$ cat config.mk
export PLATFORM = sky130hd
export DESIGN_NAME = core_run_ctrl
export DESIGN_NICKNAME = d
export VERILOG_FILES = /design/src/rtl/core_run_ctrl.sv
export SDC_FILE = /design/constraint.sdc
export NUM_CORES = 1
export LEC_CHECK = 0
export BUFFER_PORTS_ARGS = -buffer_cell sky130_fd_sc_hd__buf_4
export CORE_MARGIN = 8
export CORE_UTILIZATION = 45
export DETAILED_ROUTE_END_ITERATION = 8
export PLACE_DENSITY_LB_ADDON = 0.2
export SYNTH_ARGS = -nofsm -noshare
export SYNTH_HDL_FRONTEND = slang
export SYNTH_SLANG_ARGS = --single-unit
$ cat constraint.sdc
create_clock -name clk -period 1.6 [get_ports clk]
set_clock_uncertainty 0.05 [all_clocks]
set_input_delay 0.32 -clock clk [delete_from_list [all_inputs] [get_ports clk]]
set_output_delay 0.32 -clock clk [all_outputs]
set_load 0.01 [all_outputs]
$ cat src/rtl/core_run_ctrl.sv
// rtl/core_run_ctrl.sv - run controller: core reset hold, req/done handshake, cycle count, watchdog
module core_run_ctrl #(
    parameter int CW      = 16,
    parameter int RST_CYC = 2,
    parameter int MAX_CYC = 4095
) (
    input  logic          clk,
    input  logic          reset,
    input  logic          start,
    output logic          core_reset,
    output logic          core_req,
    input  logic          core_done,
    output logic          busy,
    output logic          finished,
    output logic          timeout,
    output logic [CW-1:0] cycles
);

    localparam int RW = (RST_CYC > 1) ? $clog2(RST_CYC) : 1;
    localparam logic [RW-1:0] RST_LAST = RW'(RST_CYC - 1);
    localparam logic [CW-1:0] CYC_LAST = CW'(MAX_CYC - 1);

    typedef enum logic [2:0] {
        S_IDLE,
        S_RST,
        S_RUN,
        S_DONE,
        S_TOUT
    } state_t;

    state_t        state;
    logic [RW-1:0] rst_cnt;

    always_ff @(posedge clk) begin
        if (reset) begin
            state      <= S_IDLE;
            core_reset <= 1'b1;
            core_req   <= 1'b0;
            busy       <= 1'b0;
            finished   <= 1'b0;
            timeout    <= 1'b0;
            cycles     <= '0;
            rst_cnt    <= '0;
        end else begin
            finished <= 1'b0;
            case (state)
                S_IDLE: begin
                    if (start) begin
                        state   <= S_RST;
                        busy    <= 1'b1;
                        cycles  <= '0;
                        timeout <= 1'b0;
                        rst_cnt <= '0;
                    end
                end
                S_RST: begin
                    if (rst_cnt == RST_LAST) begin
                        state      <= S_RUN;
                        core_reset <= 1'b0;
                        core_req   <= 1'b1;
                    end else begin
                        rst_cnt <= rst_cnt + 1'b1;
                    end
                end
                S_RUN: begin
                    // The done cycle is counted too; done takes priority over the watchdog.
                    cycles <= cycles + 1'b1;
                    if (core_done) begin
                        state    <= S_DONE;
                        core_req <= 1'b0;
                        busy     <= 1'b0;
                        finished <= 1'b1;
                    end else if (cycles == CYC_LAST) begin
                        state      <= S_TOUT;
                        core_req   <= 1'b0;
                        core_reset <= 1'b1;
                        busy       <= 1'b0;
                        timeout    <= 1'b1;
                    end
                end
                S_DONE: begin
                    // Core is left out of reset so its memory can be read back.
                    if (!start) begin
                        state      <= S_IDLE;
                        core_reset <= 1'b1;
                    end
                end
                S_TOUT: begin
                    if (!start) begin
                        state <= S_IDLE;
                    end
                end
                default: begin
                    state      <= S_IDLE;
                    core_reset <= 1'b1;
                    core_req   <= 1'b0;
                    busy       <= 1'b0;
                end
            endcase
        end
    end

endmodule

==> flow_summary.ini <==
[clocking]
cts_sinks = 25
tritoncts = built
clkLatencyLatePin_ns = 0.32
path_clk_slew_ns = 0.13
cts.htree.levels = 1
clockBufferDepth = 2
cts_root_buf = clkbuf_4
numCtsBuffers = 3

[power]
ir_drop_mv = 0.541
power_density_nw_per_um2 = 655
p_leak_nw = 0.836
power_mw = 1.32

[synth]
synth_cells = 156
async_flop_share_pct = 0
synth_cell_types = 43
synth_nets = 162
ys.flop_type = dfxtp_1
synth.avg_cell_area_um2 = 8.50
yosysWarnings = 0
synth-edff-count = 0
ys_seq_elements = 25
yosysSeqAreaShare_pct = 37.7
syn_area_um2 = 1330

[critical_path]
cp_cell_sequence = buf_6 > or2_2 > a21oi_1 > or4b_2 > a31o_2
path_max_fanout = 5
critPathArrivalTime_ns = 1.81
slowest_stage = or4b_2
worst_setup_path_end_kind = flop
worst_ep_required_time_ns = 1.79
crit_buf_inv = 1
cpLargestDelayFamily = simple AND/OR/NAND/NOR gates
startpoint_type = flop
critical_path_class = reg2reg
max_stage_delay_ns = 0.61

[layout]
final_common_cell = buf_4
drive_gt1_share_pct = 48.1
ff_latch_area_um2 = 510
utilization_pct = 72.5
fillerInstances = 214
diodes = 0
multi_input_area_um2 = 881
fin_area_um2 = 2020
nets = 221
mostFrequentLayoutCells = 58 x buf_4, 19 x dfxtp_1, 16 x nor2_1, 12 x a21oi_1, 9 x nand2_1
syn_to_final_growth_pct = 52.0

[timing]
whs_ns = 0.248
worst_slack_ns = -0.0257
worst_pin_slew_ns = 0.491
min_period_ns = 1.63
hold_viol_final = 0
setup-violations-final = 7
slew_violations = 0
slew_headroom_pct = 66.4
period_share_pct = 102
rsz0062_at_grt = yes
max_freq_ghz = 0.615

[floorplanning]
row_count = 19
ioPinCount = 25
die_y_um = 70.3
die_w_um = 70.3
core_area_um2 = 2780
floorplan.die_area_um2 = 4940
start_util_pct = 47.7

[drt]
wl_per_cell_um = 17.1
drtIter0Drc = 94
drt-pass1-iter-count = 4
drc = 0
drt_wl_total_mm = 4.19
vias = 1466
ant_nets = 0
viasPerCell = 5.98

[global_route]
grt-ovfl-total = 0
grtUsageTotal_pct = 15.5
grt_max_degree = 30
grt_pass1_vias = 1396
grt_pass1_wl_mm = 6.45
antenna_found_initial = 0

[placed_design]
place_area_um2 = 1770
portBuffers = 24
gp_congestion = 0.836
dp_hpwl_mm = 2.69

[flow_run]
drv_cap = 0

[status]
outcome = finished, violations left
violations = negative setup slack

[worst_hold_path]
hold_class = in2reg
## Yosys cell counts, types with 2 or more instances
library cell  number  share of area (%)
or4b_2             3                2.3
a2111oi_0          2                1.3
nor2_1            17                4.8
o21ai_0            3                1.1
nand3_1            6                2.3
inv_1              2               0.57
mux2_2             3                2.5
nand2_1           10                2.8
nor3b_1            3                1.7
nand4_1            4                1.9
clkbuf_1          11                3.1
and2_1             2               0.94
a31o_2             4                2.6
a31oi_1            2               0.94
o31ai_1            2                1.1
and4_1             2                1.3
nor4_1             7                3.3
ha_1               2                1.9
mux2i_1            2                1.5
a211oi_1           2                1.1
nand4b_1           6                4.0
dfxtp_1           25                 38
a21oi_1           13                4.9
or2_2              2               0.94
and3_1             3                1.4
## registers in the layout, summed over array words and instances (netlist names)
name and flops:
busy 1, core_req 1, core_reset 1, cycles 16, finished 1, rst_cnt 1, state 3, timeout 1
## final timing paths
check	start	to	slack (ns)	depth (start not counted)
setup reg to reg	state[1]	core_reset	-0.03	5
hold reg to reg	timeout	timeout	0.42	2
hold / removal	core_done	finished	0.25	2
setup / recovery	state[1]	core_reset	-0.03	5
## area by class of cell
class / count / area share, %
Multi-Input combinational cell: 117 / 43.7
Timing Repair Buffer: 66 / 27.4
Inverter: 2 / 0.372
Tap cell: 31 / 1.92
Sequential cell: 25 / 25.3
Clock buffer: 4 / 1.30
## per-stage QoR
step	setup TNS, ns	setup slack, ns	cells
global placement	-1.18	-0.137	233
floorplan	-0.230	-0.0725	156
CTS	-0.119	-0.0748	241
global route	-0.996	-0.123	245
detailed placement	-1.59	-0.128	233
finish	-0.0731	-0.0257	245
## timing repair
item | in CTS | in global routing
setup endpoints to repair | 21 | 18
hold buffers | 0 | 0
pin swaps | 7 | 12
cloned | 0 | 1
buffers inserted | 4 | 3
resized for setup | 20 | 12
## metal layers
layer / vias to the layer above / global-route usage (%) / routed length, um
met2: 35 / 26.3 / 2100
met5: - / 0 / 0
met3: 7 / 3.67 / 221
met4: 0 / 5.80 / 64
met1: 719 / 18.4 / 1800
li1: 705 / - / -
## power breakdown
group          leakage (nW)  switching, mW  internal (mW)
Combinational         0.616          0.174          0.190
Sequential            0.205         0.0198          0.648
Clock                0.0150          0.191         0.0978
## kinds of logic (layout without fill, tap and decap cells)
logic type                 Yosys count  count (layout)  synth area share, %
AOI/OAI and AO/OA                   33              33                 16.0
DFF                                 25              25                 37.7
adders and majority gates            2               2                 1.89
and+or+nand+nor                     76              76                 35.1
muxes                                6               6                 5.19
buffers and inverters               14              72                 4.06
No activity file was read; power rests on OpenSTA's default activity.
